`src/rtl/ysyx_23060124_pkg.sv`:
```
// Shared definitions for the ysyx_23060124 write-back path: FSM encoding and
// the RV32I load funct3 codes.
package ysyx_23060124_pkg;

  typedef enum logic [1:0] {
    IDLE      = 2'd0,
    WAIT_LOAD = 2'd1,
    WRITE     = 2'd2
  } wbu_state_t;

  localparam logic [2:0] LB  = 3'b000;
  localparam logic [2:0] LH  = 3'b001;
  localparam logic [2:0] LW  = 3'b010;
  localparam logic [2:0] LBU = 3'b100;
  localparam logic [2:0] LHU = 3'b101;

endpackage

```
`src/rtl/ysyx_23060124_load_ext.sv`:
```
// Combinational load extractor: picks the byte/half/word addressed by addr
// out of an aligned 32-bit word and sign- or zero-extends it.
module ysyx_23060124_load_ext
  import ysyx_23060124_pkg::*;
#(
  parameter int XLEN = 32
) (
  input  logic [2:0]      funct3,
  input  logic [1:0]      addr,
  input  logic [XLEN-1:0] rdata,
  output logic [XLEN-1:0] data
);

  logic [7:0]  byte_sel;
  logic [15:0] half_sel;

  always_comb begin
    byte_sel = rdata[7:0];
    case (addr)
      2'd0:    byte_sel = rdata[7:0];
      2'd1:    byte_sel = rdata[15:8];
      2'd2:    byte_sel = rdata[23:16];
      default: byte_sel = rdata[31:24];
    endcase
    // Halfwords ignore addr[0]; misaligned halves are the LSU's problem.
    half_sel = addr[1] ? rdata[31:16] : rdata[15:0];

    data = rdata;
    case (funct3)
      LB:      data = {{(XLEN-8){byte_sel[7]}}, byte_sel};
      LBU:     data = {{(XLEN-8){1'b0}}, byte_sel};
      LH:      data = {{(XLEN-16){half_sel[15]}}, half_sel};
      LHU:     data = {{(XLEN-16){1'b0}}, half_sel};
      LW:      data = rdata;
      default: data = rdata;
    endcase
  end

endmodule

```
`src/rtl/ysyx_23060124_wbu.sv`:
```
// Write-back unit: takes retired results from the EXU, waits for LSU data on
// loads, drives the register-file write port and counts retired instructions.
module ysyx_23060124_wbu
  import ysyx_23060124_pkg::*;
#(
  parameter int XLEN = 32,
  parameter int RA_W = 5
) (
  input  logic            clk,
  input  logic            i_rst,
  input  logic            i_exu_valid,
  output logic            o_exu_ready,
  input  logic [RA_W-1:0] i_exu_rd,
  input  logic            i_exu_wen,
  input  logic [XLEN-1:0] i_exu_res,
  input  logic            i_exu_is_load,
  input  logic [2:0]      i_exu_funct3,
  input  logic            i_lsu_rvalid,
  input  logic [XLEN-1:0] i_lsu_rdata,
  output logic            o_rf_wen,
  output logic [RA_W-1:0] o_rf_waddr,
  output logic [XLEN-1:0] o_rf_wdata,
  output logic            o_busy,
  output logic [RA_W-1:0] o_busy_rd,
  output logic            o_commit,
  output logic [XLEN-1:0] o_instret,
  output logic [1:0]      o_dbg_state
);

  wbu_state_t      state_q, state_d;
  logic [RA_W-1:0] rd_q;
  logic            wen_q;
  logic [2:0]      funct3_q;
  logic [1:0]      addr_q;
  logic [XLEN-1:0] data_q;
  logic [XLEN-1:0] instret_q;
  logic [XLEN-1:0] load_word;
  logic            accept;
  logic            commit;
  logic            rd_live;

  // Handshake: a transfer happens on a cycle where i_exu_valid and o_exu_ready
  // are both high; ready depends only on reset and registered state, and the
  // EXU must hold its payload stable while valid is high and ready is low.
  assign o_exu_ready = ~i_rst & (state_q != WAIT_LOAD);
  assign accept      = i_exu_valid & o_exu_ready;

  ysyx_23060124_load_ext #(
    .XLEN(XLEN)
  ) u_load_ext (
    .funct3(funct3_q),
    .addr  (addr_q),
    .rdata (i_lsu_rdata),
    .data  (load_word)
  );

  always_comb begin
    state_d = state_q;
    commit  = 1'b0;
    case (state_q)
      IDLE: begin
        if (accept) state_d = i_exu_is_load ? WAIT_LOAD : WRITE;
      end
      WAIT_LOAD: begin
        if (i_lsu_rvalid) state_d = WRITE;
      end
      WRITE: begin
        commit = 1'b1;
        if (accept) state_d = i_exu_is_load ? WAIT_LOAD : WRITE;
        else        state_d = IDLE;
      end
      default: state_d = IDLE;
    endcase
  end

  always_ff @(posedge clk or posedge i_rst) begin
    if (i_rst) begin
      state_q   <= IDLE;
      rd_q      <= '0;
      wen_q     <= 1'b0;
      funct3_q  <= 3'b000;
      addr_q    <= 2'b00;
      data_q    <= '0;
      instret_q <= '0;
    end else begin
      state_q <= state_d;
      if (accept) begin
        rd_q     <= i_exu_rd;
        wen_q    <= i_exu_wen;
        funct3_q <= i_exu_funct3;
        addr_q   <= i_exu_res[1:0];
        data_q   <= i_exu_res;
      end else if (state_q == WAIT_LOAD && i_lsu_rvalid) begin
        data_q <= load_word;
      end
      if (commit) instret_q <= instret_q + XLEN'(1);
    end
  end

  // x0 is hardwired, so it is never reported as a pending or written target.
  assign rd_live     = wen_q & (rd_q != '0);
  assign o_rf_wen    = commit & rd_live;
  assign o_rf_waddr  = rd_q;
  assign o_rf_wdata  = data_q;
  assign o_busy      = (state_q != IDLE) & rd_live;
  assign o_busy_rd   = rd_q;
  assign o_commit    = commit;
  assign o_instret   = instret_q;
  assign o_dbg_state = state_q;

endmodule

```
`config.mk`:
```
export PLATFORM = sky130hd
export DESIGN_NAME = ysyx_23060124_wbu
export DESIGN_NICKNAME = d
export VERILOG_FILES = /design/src/rtl/ysyx_23060124_pkg.sv /design/src/rtl/ysyx_23060124_load_ext.sv /design/src/rtl/ysyx_23060124_wbu.sv
export SDC_FILE = /design/constraint.sdc
export NUM_CORES = 1
export LEC_CHECK = 0
export ABC_CLOCK_PERIOD_IN_PS = 3100
export CAP_MARGIN = 20
export CELL_PAD_IN_SITES_DETAIL_PLACEMENT = 1
export CELL_PAD_IN_SITES_GLOBAL_PLACEMENT = 1
export CORE_MARGIN = 5
export CORE_UTILIZATION = 24
export CTS_CLUSTER_SIZE = 10
export DETAILED_ROUTE_END_ITERATION = 16
export MAX_ROUTING_LAYER = met4
export PLACE_DENSITY = 0.64
export SLEW_MARGIN = 30
export SYNTH_ARGS = -nofsm -noshare
export SYNTH_HDL_FRONTEND = slang
export SYNTH_SLANG_ARGS = --single-unit
export TNS_END_PERCENT = 100
```
`constraint.sdc`:
```
create_clock -name clk -period 3.1 [get_ports clk]
set_clock_uncertainty 0.05 [all_clocks]
set_input_delay 0.62 -clock clk [delete_from_list [all_inputs] [get_ports clk]]
set_output_delay 0.62 -clock clk [all_outputs]
set_load 0.005 [all_outputs]
```
After elaboration in Yosys (flattened, before gate mapping)

Cells that the tools add are included.

Add/sub/neg operators: 1
Eq/ne operators: 10
Multiplexer cells: 11
Bitwise operators: 6
Reduce and logical (&&, ||, !) cells: 8

Operators by type and width:

| cell                    | number |
|---|---|
| $pmux W32 S4            | 1 |
| $mux W32                | 2 |
| $add A32 B1 Y32 const B | 1 |
| $pmux W8 S3             | 1 |
| $mux W16                | 1 |
| $mux W2                 | 4 |
| $eq A3 B3 Y1 const B    | 2 |
| $pmux W2 S3             | 1 |
| $and A1 B1 Y1           | 5 |
| $reduce_bool A5 Y1      | 1 |
| $eq A2 B1 Y1 const B    | 2 |
| $eq A2 B2 Y1 const B    | 2 |
| $logic_not A2 Y1        | 2 |
| $ne A2 B2 Y1 const B    | 2 |
| $reduce_bool A2 Y1      | 2 |
| $eq A3 B1 Y1 const B    | 1 |
| $logic_not A3 Y1        | 1 |
| $ne A2 B1 Y1 const B    | 1 |
| $reduce_and A2 Y1       | 1 |
| $logic_and A1 B1 Y1     | 1 |
| $mux W1                 | 1 |
| $not A1 Y1              | 1 |

Register bits: 77
Bits of input ports: 78
Output and inout bits: 80
Word-level logic and storage cells: 43

Depth between registers and ports, before layout

Gate-level depths: netlist of the first run.

Depth after elaboration: 5
Mapped depth: 6
Depth with buffers taken out: 5

Modules after synthesis

From an unflattened synthesis of the first run, not the netlist that was laid out.

Cells, all modules: 453
Area total of the unflattened synthesis: 4508.1 µm²

Modules (own cells, without submodules):

| module                 | instances | cells each | area an instance (µm²) | sequential area each (µm²) |
|---|---|---|---|---|
| ysyx_23060124_wbu      | 1         | 320        | 3538.4                 | 1926.8 |
| ysyx_23060124_load_ext | 1         | 133        | 969.7                  | 0.0 |

Worst setup path after synthesis of the first run

No wires, ideal clock.

Path type: input-to-reg
From: input port i_rst
To: register data_q[17], in the netlist o_rf_wdata[17]
Setup time: 0.087 ns
Data arrival time: 3.196 ns
Data required time: 2.963 ns
Path slack: -0.232 ns
Stages on the path: 6
Path buffers: 2
Cell sequence: inv_1 -> and3_1 -> buf_4 -> buf_4 -> nor3_1 -> a211oi_2

Word-level cells in the longest chain between the ends: 4
Elaborated cells between the ends (all ways): 5
Classes of those cells: mux: 1; bitwise: 3; reduce/logical: 1

RTL lines:

| item                                           | line                    | RTL |
|---|---|---|
| start, declared                                | ysyx_23060124_wbu.sv:10 | `input logic i_rst,` |
| $not A1 Y1 (*)                                 | ysyx_23060124_wbu.sv:45 | `assign o_exu_ready = ~i_rst & (state_q != WAIT_LOAD);` |
| $and A1 B1 Y1 (*)                              | ysyx_23060124_wbu.sv:45 |  |
| $and A1 B1 Y1 (*)                              | ysyx_23060124_wbu.sv:46 | `assign accept = i_exu_valid & o_exu_ready;` |
| $mux W32 or $reduce_bool A2 Y1 (tied branches) | --                      |  |
| end signal, assigned                           | ysyx_23060124_wbu.sv:92 | `data_q <= i_exu_res;` |
| end signal, assigned                           | ysyx_23060124_wbu.sv:94 | `data_q <= load_word;` |
| end, declared                                  | ysyx_23060124_wbu.sv:35 | `logic [XLEN-1:0] data_q;` |

Mark *: on every way between the ends. The rest lies on a longest branch, timed or not.
A chain may end at the register's enable or synchronous reset.

Worst setup path after layout of the first run

From: register rd_q[1], in the netlist o_busy_rd[1]
To: output port o_rf_wen

Word-level cells in the longest chain between the ends: 3

RTL lines:

| item                   | line                     | RTL |
|---|---|---|
| start, declared        | ysyx_23060124_wbu.sv:31  | `logic [RA_W-1:0] rd_q;` |
| start signal, assigned | ysyx_23060124_wbu.sv:88  | `rd_q <= i_exu_rd;` |
| $reduce_bool A5 Y1     | ysyx_23060124_wbu.sv:101 | `assign rd_live = wen_q & (rd_q != '0);` |
| $and A1 B1 Y1          | ysyx_23060124_wbu.sv:101 |  |
| $and A1 B1 Y1          | ysyx_23060124_wbu.sv:102 | `assign o_rf_wen = commit & rd_live;` |
| end, declared          | ysyx_23060124_wbu.sv:20  | `output logic o_rf_wen,` |

No other way between the ends.

==> metrics.log, run 1 <==
INFO  metric highest_clock_rate = approximately 370 MHz
INFO  metric setup.worst_path.class = reg -> out
INFO  metric mostFrequentLayoutCells = clkdlybuf4s50_1 (157), dfrtp_1 (77), nand2_1 (54)
INFO  metric grt_max_degree = 69
INFO  metric insertion_delay_to_the_later_sink_of_the_worst_skew_pair = around 0.34 ns
INFO  metric finalSetupViolCount = 0
INFO  metric stdcell_count = 797
INFO  metric grt_pass1_wl = 23400 um
INFO  metric yosysTopAreaCell = dfrtp_1
INFO  metric final_core_utilization = approximately 37%
INFO  metric design.die.area = roughly 0.020 mm^2
INFO  metric cts-htree-levels = 3
INFO  metric register_area_share_after_synthesis = 46.4%
INFO  metric min_path_type = reg -> reg
INFO  metric area_delta_synth_final = 51.2%
INFO  metric num_io_pins = approximately 160
INFO  metric detailed_placement_wirelength_estimate = 11300 um
INFO  metric detail_route.drc_violations = 0
INFO  metric floorplan.die.width = approximately 140 um
INFO  metric maxSlewHeadroom = 44.6%
INFO  metric measured_slew_at_the_worst_slew_check_pin = approximately 0.83 ns
INFO  metric detail_route.first_pass.iterations = 7
INFO  metric final.fill_count = 1918
INFO  metric max_cap_violations = 0
INFO  metric drt_iter0_markers = a little under 200
INFO  metric die_y = 142 um
INFO  metric pre_cts_ws = between 0.4 and 0.5 ns
INFO  metric max-clock-path-buffers = 2
INFO  metric nets = around 650
INFO  metric postSynthNetCount = around 500
INFO  metric post_synth_inst_count = ~420
INFO  metric critical_path.endpoint_type = primary output
INFO  metric static-leakage-power = roughly 2.6 nW
INFO  metric finish.instance_area = about 0.0063 mm^2
INFO  metric layout-drive-gt1-share = about 8.9%
INFO  metric area_taken_by_flip_flops_and_latches = slightly below 0.002 mm^2
INFO  metric cts_tree = built
INFO  metric synth_top_flop_cell = dfrtp_1
INFO  metric post_synth_instance_area = between 0.004 and 0.005 mm^2
INFO  metric layout.cells.most_common = clkdlybuf4s50_1
INFO  metric post-synth-top-area-fraction = approximately 46%
INFO  metric number_of_global_route_vias_before_repair = just over 4000
INFO  metric crit_path_start = o_busy_rd[1]
INFO  metric report.final.slew_viol_count = 0
INFO  metric critical_path_arrival = 2.05 ns
INFO  metric wl = around 15000 um
INFO  metric post_cts_buffers = 0
INFO  metric gp_congestion = about 0.84
INFO  metric grt_antenna_before_repair = 1
INFO  metric grt_usage = between 10% and 20%
INFO  metric fp-row-count = 48
INFO  metric global_route.overflow_total = 0
INFO  metric finalCritPeriodShare = between 80 and 90%
INFO  metric synth_enable_flop_cells = 0
INFO  metric placed_area = 0.00593 mm^2
INFO  metric vdd_ir_drop_max = 0.282 mV
INFO  metric multi_input_comb_area = between 0.002 and 0.0025 mm^2
INFO  metric critical_path.reg2reg.startpoint = addr_q[1]
INFO  metric synthesis.yosys.warnings = 0
INFO  metric num_vias = between 3000 and 4000
INFO  metric run_status = finished clean
INFO  metric worst_hold_slack_across_all_endpoints = 0.426 ns
INFO  metric ctsRootBufferMaster = clkbuf_16
INFO  metric core_region_area = roughly 0.017 mm^2
INFO  metric path_max_fanout = 4
INFO  metric numPortBuffers = between 150 and 200
INFO  metric antenna_violating_nets_post_route = 0
INFO  metric route.met2.wl = around 7000 um
INFO  metric post_cts_hold_buffer_count = 0
INFO  metric synth_area_leaders = dfrtp_1 (46%), nand2_1 (4.9%), mux2i_1 (4.1%)
INFO  metric cp-start-kind = flop
INFO  metric synth-seq-cells = 77
INFO  metric power-per-cell-area = about 570 mW/mm^2
INFO  metric drt-vias-per-instance = between 4 and 5
INFO  metric placed_cells_incl_taps = 780
INFO  metric tns = 0 ns
INFO  metric rsz0062_at_grt = false
INFO  metric final_power = between 3 and 4 mW
INFO  metric initial_utilization = 24.3%
INFO  metric top_routing_layer_in_use = met4
INFO  metric route.layer.met1.wl = 6600 um
INFO  metric postSynth.asyncResetShare = 100%
INFO  metric route.detailed.wl_per_inst = roughly 19 um
INFO  metric cts_made_buffers = 9
INFO  metric avgSynthCellArea = 9.91 um^2
INFO  metric finalWorstSetupSlack = roughly 0.38 ns
INFO  metric cts.reportedPaths.clkPinSlew = 0.06 ns
INFO  metric synth_cell_types = 50
INFO  metric final_period_minus_worst_setup_slack = 2.72 ns
INFO  metric num_clock_sinks = 77
INFO  metric hold_path_startpoint = o_instret[31]
INFO  metric critical_path_required = ~2.4 ns
INFO  metric met3RoutedLength = between 1000 and 1500 um
INFO  metric cts.repair.resized = 0
INFO  metric hold_viol = 0
-- metal layers --
| metal | track usage (%) | vias to the layer above |
|---|---|---|
| met5 | - | - |
| met4 | 4.90 | 0 |
| met3 | 4.52 | 12 |
| met2 | 24.0 | 126 |
| met1 | 19.2 | 1889 |
| li1 | - | 1799 |
-- worst paths after layout --
kind | to | slack [ns] | cells past startpoint
setup / recovery | o_rf_wen | 0.38 | 4
hold / removal | o_instret[31] | 0.43 | 1
setup reg to reg | o_rf_wdata[28] | 0.92 | 4
hold reg to reg | o_instret[31] | 0.43 | 1
max in group asynchronous | o_rf_wdata[30] | 1.64 | 3
min in group asynchronous | funct3_q[1] | 0.50 | 2
-- synthesized netlist by cell type, drive strengths merged (10+ instances only) --
master and n:
nor3 21, a22o 16, nand4 11, nand2b 10, a211oi 17, buf 24, nor2 33, mux2i 17
xor2 12, a21oi 14, nand3 14, xnor2 19, dfrtp 77, nand2 54
-- critical path, stage by stage, from the launching register on --
cell and delay, ns:
dfrtp_1 0.40, or4_1 0.54, o21ai_0 0.23, nor3b_1 0.09, clkdlybuf4s50_1 0.45
-- logic make-up (layout without fill, tap and decap cells) --
| family | Yosys count | count (layout) | synth area share, % |
|---|---|---|---|
| simple gates | 180 | 180 | 22.6 |
| buf+inv | 37 | 189 | 4.82 |
| flops | 77 | 77 | 46.4 |
| fa+ha+maj | 1 | 1 | 0.301 |
| other cells | 0 | 1 | 0 |
| mux | 19 | 19 | 4.91 |
| compound gates | 74 | 74 | 14.5 |
| xor+xnor | 31 | 31 | 6.54 |
-- registers in the layout (all words and copies together) (netlist names) --
name / count
wen_q: 1
o_busy_rd: 5
o_dbg_state: 2
o_instret: 32
addr_q: 2
funct3_q: 3
o_rf_wdata: 32
-- power by group --
part	leakage (nW)	internal [mW]	total, mW	switching [mW]
logic	1.44	0.588	1.02	0.432
clock network	0.172	0.792	1.22	0.425
registers	0.971	1.17	1.33	0.162
total	2.58	2.55	3.57	1.02
-- cell type report --
type / instances / share of cell area, %
Sequential cell: 77 / 30.7
Clock buffer: 13 / 4.46
Inverter: 6 / 0.419
Tap cell: 225 / 4.48
Clock inverter: 3 / 1.04
Timing Repair Buffer: 167 / 26.5
Multi-Input combinational cell: 305 / 32.4
Antenna cell: 1 / 0.0399
No activity file was read; power rests on OpenSTA's default activity.
==> run 2: changes to the inputs <==
Settings changed: CORE_MARGIN 5 to not set.
==> run 2 against run 1 <==
  * Via count grew 0.13%
  * Combinational power barely moved
  * Sequential cell count unchanged
  * Die area decreased by 11%
  * Count of clock-buffer cells in the layout down 3
  * Non-clock buffer count rose by 2
  * Critical path type unchanged
  * Largest power group unchanged
==> metrics.log, run 2 (synthesized netlist as in run 1, its figures left out) <==
INFO  metric cp-start-kind = flop
INFO  metric measured_slew_at_the_worst_slew_check_pin = approximately 0.86 ns
INFO  metric rsz0062_at_grt = false
INFO  metric hold_path_depth = 1
INFO  metric layout-drive-gt1-share = a little under a tenth
INFO  metric vdd_ir_drop_max = roughly 0.27 mV
INFO  metric route.detailed.wl_per_inst = between 15 and 20 um
INFO  metric diodes_inserted = 0
INFO  metric num_clock_sinks = 77
INFO  metric fp-row-count = between 40 and 50
INFO  metric top_usage_layer = met2
INFO  metric design.die.area = around 0.018 mm^2
INFO  metric post_cts_hold_buffer_count = 0
INFO  metric cts.reportedPaths.clkPinSlew = approximately 0.060 ns
INFO  metric detail_route.first_pass.iterations = 4
INFO  metric grt_usage = 17.6%
INFO  metric finalCritPeriodShare = a little under 90%
INFO  metric drt-vias-per-instance = just under 5
INFO  metric drt_iter0_markers = about 120
INFO  metric grt.met3_usage = 4.68%
INFO  metric num_vias = between 3000 and 4000
INFO  metric min_path_type = reg -> reg
INFO  metric mostFrequentLayoutCells = clkdlybuf4s50_1 (157), dfrtp_1 (77), nand2_1 (54)
INFO  metric die_y = approximately 130 um
INFO  metric initial_utilization = 24.8%
INFO  metric core_region_area = 0.0168 mm^2
INFO  metric ctsRootBufferMaster = clkbuf_16
INFO  metric floorplan.die.width = 134 um
INFO  metric hold_viol = 0
INFO  metric worst_hold_slack_across_all_endpoints = approximately 0.42 ns
INFO  metric wl = between 10000 and 15000 um
INFO  metric setup.worst_path.class = reg -> out
INFO  metric num_io_pins = 158
INFO  metric number_of_global_route_vias_before_repair = 4126
INFO  metric highest_clock_rate = ~370 MHz
INFO  metric final_period_minus_worst_setup_slack = 2.72 ns
INFO  metric grt_max_degree = 53
INFO  metric layout.cells.most_common = clkdlybuf4s50_1
INFO  metric detail_route.drc_violations = 0
INFO  metric finalSetupViolCount = 0
INFO  metric numPortBuffers = between 150 and 200
INFO  metric maxSlewHeadroom = around 42%
INFO  metric run_status = finished clean
INFO  metric gr-usage-met1 = approximately 22%
INFO  metric cts-htree-levels = 3
INFO  metric path_max_fanout = 4
INFO  metric report.final.slew_viol_count = 0
INFO  metric detailed_placement_wirelength_estimate = approximately 11000 um
INFO  metric static-leakage-power = about 2.5 nW
INFO  metric tns = 0 ns
INFO  metric grt_antenna_before_repair = 0
INFO  metric cts.repair.resized = 0
INFO  metric post_cts_buffers = 0
INFO  metric cts_made_buffers = 9
INFO  metric global_route.overflow_total = 0
INFO  metric antenna_violating_nets_post_route = 0
INFO  metric cts_tree = built
INFO  metric insertion_delay_to_the_later_sink_of_the_worst_skew_pair = between 0.3 and 0.4 ns
INFO  metric critical_path_required = roughly 2.4 ns
INFO  metric area_delta_synth_final = 49.0%
INFO  metric grt_pass1_wl = around 23000 um
INFO  metric critical_path.endpoint_type = primary output
INFO  metric nets = around 650
INFO  metric max_cap_violations = 0
INFO  metric grt.met2_usage = a little over a quarter
INFO  metric max-clock-path-buffers = 2
INFO  metric final_power = 3.32 mW
INFO  metric worst-r2r-cell-count = 5
INFO  metric gp_congestion = between 0.7 and 0.8
INFO  metric critical_path_arrival = between 2 and 2.5 ns
INFO  metric power-per-cell-area = about 540 mW/mm^2
[run 2: path summary, 6_finish.rpt]
check,slack [ns],end,start
max in group asynchronous,1.35,o_rf_wdata[10],i_rst
min in group asynchronous,0.62,funct3_q[1],i_rst
worst max-delay path,0.38,o_rf_wen,o_busy_rd[1]
worst min-delay path,0.42,o_instret[31],o_instret[31]
worst max register to register,0.97,o_rf_wdata[30],addr_q[1]
worst min register to register,0.42,o_instret[31],o_instret[31]
[run 2: through the flow]
stage | instances | setup WS, ns | instance area [um^2] | utilization, %
detailed placement | 777 | 0.520 | 5920 | 35.3
global placement | 777 | 0.555 | 5920 | 35.3
global route | 792 | 0.252 | 6190 | 36.9
CTS | 792 | 0.363 | 6190 | 36.9
finish | 792 | 0.378 | 6190 | 36.9
floorplan | 419 | 0.130 | 4160 | -
[run 2: layer usage]
metal,wire length [um],vias up
met3,904,24
met4,314,0
li1,-,1790
met5,0,-
met1,6570,1888
met2,6750,129
[run 2: power breakdown]
part / total [mW] / switching (mW) / internal [mW]
sequential: 1.33 / 0.156 / 1.17
combinational: 1.02 / 0.433 / 0.586
clock: 0.979 / 0.425 / 0.554
total: 3.32 / 1.01 / 2.31
[run 2: worst max-delay path, cell delays in order (launching register included)]
cell and delay, ns:
dfrtp_1 0.40, or4_1 0.54, o21ai_0 0.24, nor3b_1 0.09
clkdlybuf4s50_1 0.45
[run 2: final cells by class]
type / instances / area (um^2)
clock buffer: 10 / 239
clock inverter: 5 / 27.5
fill: 1879 / 10600
inverter: 6 / 26.3
multi-input combinational: 305 / 2030
sequential: 77 / 1930
tap: 220 / 275
timing repair buffer: 169 / 1660
==> run 3: changes to the inputs <==
==> constraint.sdc (replaced) <==
create_clock -name clk -period 3.1 [get_ports clk]
set_clock_uncertainty 0.05 [all_clocks]
set_input_delay 0.93 -clock clk [delete_from_list [all_inputs] [get_ports clk]]
set_output_delay 0.93 -clock clk [all_outputs]
set_load 0.005 [all_outputs]
==> run 3 against run 2 <==
  * Highest routed layer unchanged
  * Via count shrank 1.9%
  * Fmax shrank 9.0%
  * Core utilization grew 0.22 points
  * Sequential share of layout area shrank 0.19 points
  * Register-to-register slack lost 0.07 ns
  * Die area is the same
  * Critical path type unchanged
  * Power is essentially flat
==> metrics.log, run 3 (synthesized netlist as in run 1, its figures left out) <==
INFO  metric numPortBuffers = 157
INFO  metric cts.repair.resized = 1
INFO  metric diodes_inserted = 0
INFO  metric cts.reportedPaths.clkPinSlew = roughly 0.060 ns
INFO  metric path_max_fanout = 4
INFO  metric antenna_violating_nets_post_route = 0
INFO  metric floorplan.die.width = 134 um
INFO  metric maxSlewHeadroom = between 40% and 50%
INFO  metric critical_path.endpoint_type = primary output
INFO  metric rsz0062_at_grt = false
INFO  metric detail_route.drc_violations = 0
INFO  metric finalWorstSetupSlack = about 0.11 ns
INFO  metric grt_pass1_wl = 23200 um
INFO  metric grt_max_degree = 66
INFO  metric finalCritPeriodShare = a little over nine tenths
INFO  metric cp-start-kind = flop
INFO  metric static-leakage-power = around 2.6 nW
INFO  metric drt_iter0_markers = about 140
INFO  metric switching_power = between 1 and 1.5 mW
INFO  metric num_io_pins = 158
INFO  metric die_y = approximately 130 um
INFO  metric ctsRootBufferMaster = clkbuf_16
INFO  metric max-clock-path-buffers = 2
INFO  metric grt_usage = roughly 18%
INFO  metric sw_frac_of_total = a little under a third
INFO  metric nets = 650
INFO  metric core_region_area = 0.0168 mm^2
INFO  metric intPower = between 2 and 2.5 mW
INFO  metric detailed_placement_wirelength_estimate = around 11000 um
INFO  metric design.die.area = around 0.018 mm^2
INFO  metric power-per-cell-area = between 500 and 600 mW/mm^2
INFO  metric fp-row-count = 47
INFO  metric post_cts_hold_buffer_count = 0
INFO  metric gp_congestion = roughly 0.77
INFO  metric detail_route.first_pass.iterations = 4
INFO  metric final_period_minus_worst_setup_slack = between 2 and 3 ns
INFO  metric final.fill_count = 1894
INFO  metric pre_cts_ws = -0.0930 ns
INFO  metric cts-htree-levels = 3
INFO  metric crit_path_top_delay_cell = or4_1
INFO  metric min_path_type = reg -> reg
INFO  metric measured_slew_at_the_worst_slew_check_pin = between 0.8 and 0.9 ns
INFO  metric critical_path_arrival = 2.01 ns
INFO  metric power_frac_clock = 29.4%
INFO  metric wl = ~14000 um
INFO  metric post_cts_buffers = 0
INFO  metric finalSetupViolCount = 0
INFO  metric finish.instance_area = just over 0.006 mm^2
INFO  metric initial_utilization = 24.8%
INFO  metric layout.cells.most_common = clkdlybuf4s50_1
INFO  metric insertion_delay_to_the_later_sink_of_the_worst_skew_pair = between 0.3 and 0.4 ns
INFO  metric setup.worst_path.class = reg -> out
INFO  metric cts_tree = built
INFO  metric report.final.slew_viol_count = 0
INFO  metric number_of_global_route_vias_before_repair = between 4000 and 5000
INFO  metric grt_antenna_before_repair = 0
INFO  metric vdd_ir_drop_max = 0.262 mV
INFO  metric drt-vias-per-instance = around 4.7
INFO  metric tns = 0 ns
INFO  metric critical_path_required = between 2 and 2.5 ns
INFO  metric num_clock_sinks = between 70 and 80
INFO  metric cts_made_buffers = 9
INFO  metric mostFrequentLayoutCells = clkdlybuf4s50_1 (156), dfrtp_1 (77), nand2_1 (54)
INFO  metric hold_viol = 0
INFO  metric max_stage_delay_on_crit_path = roughly 0.57 ns
INFO  metric highest_clock_rate = 334 MHz
INFO  metric area_delta_synth_final = 49.9%
INFO  metric layout-drive-gt1-share = between 9 and 10%
INFO  metric critical_path.cell_chain = or4_1 -> o21ai_2 -> nor3b_1 -> clkdlybuf4s50_1
INFO  metric num_vias = roughly 3800
INFO  metric placed_area = between 0.005 and 0.006 mm^2
INFO  metric max_cap_violations = 0
INFO  metric run_status = finished clean
INFO  metric cp.buffers_inverters = 1
INFO  metric seq_power_share = around two fifths
INFO  metric pwr-share-comb = 30.2%
INFO  metric cpLargestDelayFamily = simple AND/OR/NAND/NOR gates
INFO  metric global_route.overflow_total = 0
INFO  metric route.detailed.wl_per_inst = 18.1 um
-- run 3: cell count changes in the layout (fill, tap and decap cells not counted) --
cell	before	now
clkdlybuf4s50_1	157	156
o21ai_2	0	1
dlygate4sd2_1	0	1
buf_12	0	1
buf_4	12	14
o21ai_0	8	7
-- run 3: path summary, 6_finish.rpt --
path | startpoint | end | slack, ns | depth (start not counted)
worst max-delay path | o_busy_rd[1] | o_rf_wen | 0.11 | 4
worst min-delay path | o_instret[31] | o_instret[31] | 0.43 | 1
worst max register to register | addr_q[1] | o_rf_wdata[28] | 0.90 | 6
worst min register to register | o_instret[31] | o_instret[31] | 0.43 | 1
max in group asynchronous | i_rst | o_rf_wdata[7] | 0.91 | 4
min in group asynchronous | i_rst | funct3_q[1] | 0.97 | 3
-- run 3: layout make-up --
type                       count  area [um^2]  share of cell area (%)
tap                          220          275                    4.42
timing repair buffer         172         1700                    27.2
multi-input combinational    305         2040                    32.7
clock inverter                 5         27.5                   0.442
inverter                       6         26.3                   0.422
sequential                    77         1930                    30.9
clock buffer                  10          239                    3.84
-- run 3: worst register-to-register path, stage by stage (launching register included) --
cell and delay, ns:
dfrtp_1 0.63, buf_4 0.28, mux2i_1 0.37, mux2i_1 0.19, a21oi_4 0.14, buf_4 0.27
a211oi_1 0.14
-- run 3: through the flow --
stage / hold slack [ns] / total power, mW / std cells / utilization [%]
floorplan: 0.389 / 1.77 / 419 / -
global placement: 0.408 / 2.34 / 780 / 35.5
detailed placement: 0.407 / 2.37 / 780 / 35.5
CTS: 0.421 / 3.37 / 795 / 37.1
global route: 0.447 / 3.52 / 795 / 37.1
finish: 0.432 / 3.33 / 795 / 37.1
-- run 3: routing by layer --
metal / wire (um) / up-vias / track usage [%] / share of wire, %
met3: 872 / 12 / 5.10 / 6.1
met4: 216 / 0 / 5.24 / 1.5
met2: 6930 / 115 / 28.3 / 48
met5: 0 / - / - / 0
li1: - / 1804 / - / -
met1: 6340 / 1826 / 21.3 / 44
-- run 3: power by group through the flow --
stage / registers (mW) / clock network, mW / logic [mW]
6_report: 1.34 / 0.978 / 1.00
5_1_grt: 1.38 / 1.05 / 1.09
2_1_floorplan: 1.31 / 0 / 0.454
4_1_cts: 1.35 / 1.01 / 1.02
3_3_place_gp: 1.35 / 0 / 0.991
3_5_place_dp: 1.36 / 0 / 1.02
